File: config.mk
export PLATFORM = sky130hd
export DESIGN_NAME = mul_seq
export DESIGN_NICKNAME = d
export VERILOG_FILES = /design/src/rtl/mul_seq_pkg.sv /design/src/rtl/mul_seq.sv
export SDC_FILE = /design/constraint.sdc
export NUM_CORES = 1
export LEC_CHECK = 0
export CORE_MARGIN = 10
export CORE_UTILIZATION = 36
export CTS_BUF_LIST = sky130_fd_sc_hd__clkbuf_8 sky130_fd_sc_hd__clkbuf_16
export DETAILED_ROUTE_END_ITERATION = 6
export GPL_TIMING_DRIVEN = 0
export HOLD_SLACK_MARGIN = 0.15
export MAX_ROUTING_LAYER = met4
export PLACE_DENSITY = 0.61
export REMOVE_ABC_BUFFERS = 1
export SYNTH_ARGS = -nofsm -noshare
export SYNTH_HDL_FRONTEND = slang
export SYNTH_SLANG_ARGS = --single-unit
File: constraint.sdc
create_clock -name clk -period 10.7 [get_ports clk]
set_input_delay 2.14 -clock clk [delete_from_list [all_inputs] [get_ports clk]]
set_output_delay 2.14 -clock clk [all_outputs]
set_load 0.02 [all_outputs]
File: src/rtl/mul_seq_pkg.sv
// Shared CPU definitions for the sequential multiplier.
// Latency: n/a (types and constants only).
// Backpressure: n/a.
//
// Holds the multiplier FSM state encoding, the default operand width and the
// iteration-counter width derived from it.
package mul_seq_pkg;

    // Default operand width; the product is twice this wide.
    localparam int MUL_WIDTH = 16;

    // Counter width needed to count WIDTH-1 down to 0 for a given width.
    function automatic int cnt_width(input int w);
        return (w > 1) ? $clog2(w) : 1;
    endfunction

    // Counter width for the default operand width.
    localparam int MUL_CNT_W = cnt_width(MUL_WIDTH);

    // Multiplier FSM states.
    typedef enum logic [1:0] {
        IDLE = 2'd0,
        RUN  = 2'd1,
        DONE = 2'd2
    } mul_state_t;

endpackage

File: src/rtl/mul_seq.sv
// Radix-2 shift-add unsigned multiplier for the ALU.
// Latency: fixed WIDTH+1 cycles from the start cycle to the done pulse (17 for WIDTH=16).
// Backpressure: none; start is ignored while busy, back-to-back start is accepted in the done cycle.
//
// Ports:
//   clk        system clock, all state on the rising edge
//   rst        asynchronous active-high reset
//   start      request pulse, sampled on the rising edge in IDLE or DONE
//   mul1/mul2  unsigned magnitude operands, captured on an accepted start
//   mulresult  registered 2*WIDTH-bit product, held until the next done
//   busy       high while the shift-add iterations run
//   done       single-cycle pulse; mulresult is valid in the same cycle
module mul_seq
    import mul_seq_pkg::*;
#(
    parameter int WIDTH = MUL_WIDTH
) (
    input  logic               clk,
    input  logic               rst,
    input  logic               start,
    input  logic [WIDTH-1:0]   mul1,
    input  logic [WIDTH-1:0]   mul2,
    output logic [2*WIDTH-1:0] mulresult,
    output logic               busy,
    output logic               done
);

    // Reuse the package value for the default width, derive it otherwise.
    localparam int CW = (WIDTH == MUL_WIDTH) ? MUL_CNT_W : cnt_width(WIDTH);
    localparam logic [CW-1:0] CNT_LOAD = CW'(WIDTH - 1);

    mul_state_t         state;
    logic [CW-1:0]      cnt;
    logic [2*WIDTH-1:0] acc;
    logic [2*WIDTH-1:0] mcand;   // multiplicand, shifted left each iteration
    logic [WIDTH-1:0]   mplier;  // multiplier, shifted right each iteration

    logic [2*WIDTH-1:0] addend;
    logic [2*WIDTH-1:0] sum;
    logic               accept;

    // The single adder of the datapath: partial product selected by the
    // current multiplier LSB.
    always_comb begin
        addend = mplier[0] ? mcand : '0;
        sum    = acc + addend;
    end

    // A new request is taken in IDLE, and also in DONE so that a start held
    // during the done pulse chains straight into the next multiplication.
    assign accept = start && ((state == IDLE) || (state == DONE));

    always_ff @(posedge clk or posedge rst) begin
        if (rst) begin
            state     <= IDLE;
            cnt       <= '0;
            acc       <= '0;
            mcand     <= '0;
            mplier    <= '0;
            mulresult <= '0;
        end else begin
            case (state)
                IDLE, DONE: begin
                    if (accept) begin
                        mcand  <= {{WIDTH{1'b0}}, mul1};
                        mplier <= mul2;
                        acc    <= '0;
                        cnt    <= CNT_LOAD;
                        state  <= RUN;
                    end else begin
                        state  <= IDLE;
                    end
                end
                RUN: begin
                    // Always exactly WIDTH iterations, even for zero operands,
                    // so the ALU sees a fixed latency.
                    acc    <= sum;
                    mcand  <= mcand << 1;
                    mplier <= mplier >> 1;
                    cnt    <= cnt - CW'(1);
                    if (cnt == '0) begin
                        // Product is committed only here, so it holds stable
                        // through the next whole multiplication.
                        mulresult <= sum;
                        state     <= DONE;
                    end
                end
                default: begin
                    state <= IDLE;
                end
            endcase
        end
    end

    // Status outputs decode the state register only: no input-to-output path.
    assign busy = (state == RUN);
    assign done = (state == DONE);

endmodule

Word level (Yosys, flattened, before mapping)
Index checks and enable logic that the tools add are counted.

word-level totals
  bits in registers = 118
  bits in latches = 0
  bits in writable memories = 0
  memory bits (read-only) = 0
  input port bits = 35
  output and inout bits = 34
  word-level logic and storage cells = 32
  memories kept = 0

cells by class
  add/subtract/negate cells = 2
  $mul = 0
  div/mod/pow operators = 0
  $lt $le $gt $ge = 0
  equality and inequality tests = 4
  shifts and indexed selects = 0
  multiplexer cells = 12
  bitwise operators = 0
  reduce and logical (&&, ||, !) cells = 8

operators with widths
  cell                                                                    number
  32-bit case mux with 2 select lines                                     2
  32-bit 2-to-1 mux                                                       3
  32-bit adder                                                            1
  16-bit case mux with 2 select lines                                     1
  16-bit 2-to-1 mux                                                       1
  4-bit case mux with 2 select lines                                      1
  4-bit zero test                                                         1
  4-bit 2-to-1 mux                                                        1
  2-bit case mux with 2 select lines                                      1
  2-bit AND reduction                                                     2
  4-bit by 1-bit subtractor with 4-bit output (second input constant)     1
  2-bit by 1-bit equality test with 1-bit output (second input constant)  1
  2-bit equality test (second input constant)                             1
  2-bit zero test                                                         1
  2-bit 2-to-1 mux                                                        1
  2-bit by 1-bit != test with 1-bit output (second input constant)        1
  2-bit != test (second input constant)                                   1
  2-bit nonzero test                                                      1
  2-bit OR reduction                                                      1
  1-bit logical AND                                                       1
  1-bit logical OR                                                        1
  1-bit 2-to-1 mux                                                        1

Longest topological paths before layout
  depth in word-level cells = 5
  depth in mapped cells = 11
  gate-level depth less buffers = 10

Least setup slack after synthesis
Ideal clock, no wire load.

  path kind = register -> output
  from = register state[1]
  to = output busy
  data arrival time = 1.253 ns
  required time = 8.560 ns
  setup slack = 7.307 ns
  cell stages (with the launch flop) = 5
  path buffers = 2
  cell sequence = dfrtp_1 -> nand2b_1 -> inv_1 -> clkbuf_1 -> clkbuf_1

on the way
  cells in the longest elaborated chain, start to end = 1

RTL lines
  what                                            RTL line       source
  start, declared                                 mul_seq.sv:32  mul_state_t state;
  start signal, assigned                          mul_seq.sv:55  state <= IDLE;
  start signal, assigned                          mul_seq.sv:69  state <= RUN;
  start signal, assigned                          mul_seq.sv:71  state <= IDLE;
  2-bit by 1-bit equality test with 1-bit output  mul_seq.sv:96  assign busy = (state == RUN);
  end, declared                                   mul_seq.sv:24  output logic busy,

Every way passes these cells.

Worst setup path after layout
Ends and elaborated chain as after synthesis.

==> flow_summary.toml <==
[sta]
slew_headroom_pct = 13.9
fin_crit_ns = 4.98
fin_hold_ws_ns = 0.474
slew_viol_final = 0
fin_worst_skew_ns = 0.00912
fin_tns_setup_ns = 0
max_freq_mhz = 201
setup_viol = 0
final_hold_viol_count = 0
post-route-period-util_pct = 46.6
worstMarginPinSlew_ns = 1.29
rsz0062_at_grt = "false"

[yosys]
synth-seq-cells = 118
synth_edf_count = 0
syn_inst = 671
synthTopCellsByCount = "132 x nand2_1, 118 x dfrtp_1, 44 x a22o_1"
synth_top_area_cell = "dfrtp_1"
syn-cell-area_sq_um = 6490
synth_warnings = 0
yosysSeqAreaShare_pct = 45.5
yosysMostFrequentCell = "nand2_1"
yosysTopAreaCellShare_pct = 45.5
synth.distinct_cells = 58
syn_area_per_cell_sq_um = 9.67
synth.area.top_cells = "dfrtp_1 46%, nand2_1 7.6%, ha_1 6.2%"
synth_ff_type = "dfrtp_1"
synthArstFlopShare_pct = 100

[route]
drtIter0Drc = 361
vias_per_cell = 5.39
wl_microns = 16000
routedWlPerCell_microns = 16.5
ant_nets = 0
vias = 5204
drt_pass1_iterations = 4
drc = 0

[grt]
antenna_found_initial = 0
first_global_vias = 5453
grt_usage_pct = 14.3
grt_max_degree = 86
grt_pass1_wl_microns = 27600
overflow = 0

[hold_path]
hold_start = "mulresult[0]"
min_path_type = "flop to flop"

[setup_path]
cp_slowest_stage_delay_ns = 0.83
crit_fanout = 85
start_kind = "flop"
required_ns = 8.56
crit_type = "flop to output port"
crit_buf_inv = 2
path_cells = "nand2b_1, inv_4, clkdlybuf4s50_1"
cp_top_family = "buffers and inverters"
arrival_ns = 2.84
startpoint = "state[1]"
worstReg2RegStart = "state[1]"
endpoint_kind = "output port"
worst-r2r-setup-slack_ns = 6.35
slowest_stage = "inv_4"

[power_and_ir_drop]
peakVddDrop_uv = 136
power_mw = 2.53
power.density_nw_per_um2 = 318
leakage_nw = 3.67

[clock_tree]
ctsHoldBuffers = 0
cts_root_buffer = "clkbuf_16"
numClockSinks = 118
numCtsBuffers = 17
ctsResizeCount = 0
ctsHtreeMaxLevel = 4
cts_tree = "built"
postCtsSetupBuffers = 0
clock_latency_ns = 0.42
clk_pin_slew_worst_paths_ns = 0.05
clockBufferDepth = 2

[die]
num_io_pins = 69
die_h_microns = 154
start_util_pct = 36.4
dieArea_sq_um = 23800
core_area_sq_um = 17800
num_rows = 49
die_w_microns = 154

[place]
numPortBuffers = 68
dp_hpwl_microns = 11200
place_congestion = 0.858

[run_status]
status = "finished clean"

[layout]
areaGrowthSynthToFinish_pct = 22.8
final_nets = 794
drive_gt1_share_pct = 8.42
final_core_util_pct = 44.6
n_antenna_cell = 0

[run]
drv_cap = 0
[worst paths after layout]
path	endpoint	cells after the start
setup / recovery	busy	3
hold / removal	mulresult[0]	2
setup reg to reg	mulresult[30]	8
hold reg to reg	mulresult[0]	2
max in group asynchronous	acc[26]	3
min in group asynchronous	mplier[1]	2
[power by group]
group | switching [mW] | internal [mW]
Clock | 0.198 | 0.341
Sequential | 0.133 | 0.646
Combinational | 0.689 | 0.527
[routing by layer]
metal | vias up | wire length (microns) | GRT usage, %
met3 | 12 | 544 | 3.38
li1 | 2534 | - | -
met4 | 0 | 153 | 4.18
met2 | 104 | 7530 | 22.4
met1 | 2554 | 7730 | 18.1
met5 | - | 0 | -
[stage by stage]
stage               cells  area, sq um  setup slack [ns]
floorplan             636         6350              5.02
finish                965         7960              5.72
detailed placement    936         7410              6.10
CTS                   965         7960              5.65
global placement      933         7320              1.92
global route          965         7960              5.53
[worst min-delay path: cells and delay by family, from the launching register on]
kind	cells	cell delay, ns
flops	1	0.34
simple gates	2	0.10
[area by class of cell]
class	instances	area [sq um]
inverters	12	52.6
well taps	229	287
flip-flops and latches	118	2950
repair buffers	71	748
clock inverters	11	114
clock buffers	18	439
multi-input cells	506	3370
fillers	1696	9880
[logic make-up after synthesis]
group | after synthesis | share of synthesized area, %
buffers and inverters | 47 | 2.74
adders and majority gates | 33 | 6.48
muxes | 19 | 3.28
xor gates and xnor gates | 30 | 4.05
DFF | 118 | 45.5
and+or+nand+nor | 230 | 16.3
AOI/OAI and AO/OA | 194 | 21.6
[placed cells by master (no fill, tap or decap), drive strengths merged, types with 3 or more instances in the layout]
cell type        n
nor2b            5
a22oi           31
nand2b           4
o211ai           6
buf              3
o21ai           30
nand3            7
nor3             5
xnor2           15
a22o            44
ha              32
a21oi           33
a31oi            6
clkinv           4
clkdlybuf4s50   68
nand2          132
nor3b            3
dfrtp          118
clkinvlp         3
o21a             3
a21o             9
clkbuf          18
o31ai            5
inv             14
nor2            21
nand4            9
o21bai           4
and2            34
a41oi            6
mux2            18
xor2            15
[state kept, by name (all words and copies together) (netlist names)]
name,cells
acc,32
mplier,16
cnt,4
mcand,32
mulresult,32
state,2
(Power assumes the default switching activity.)
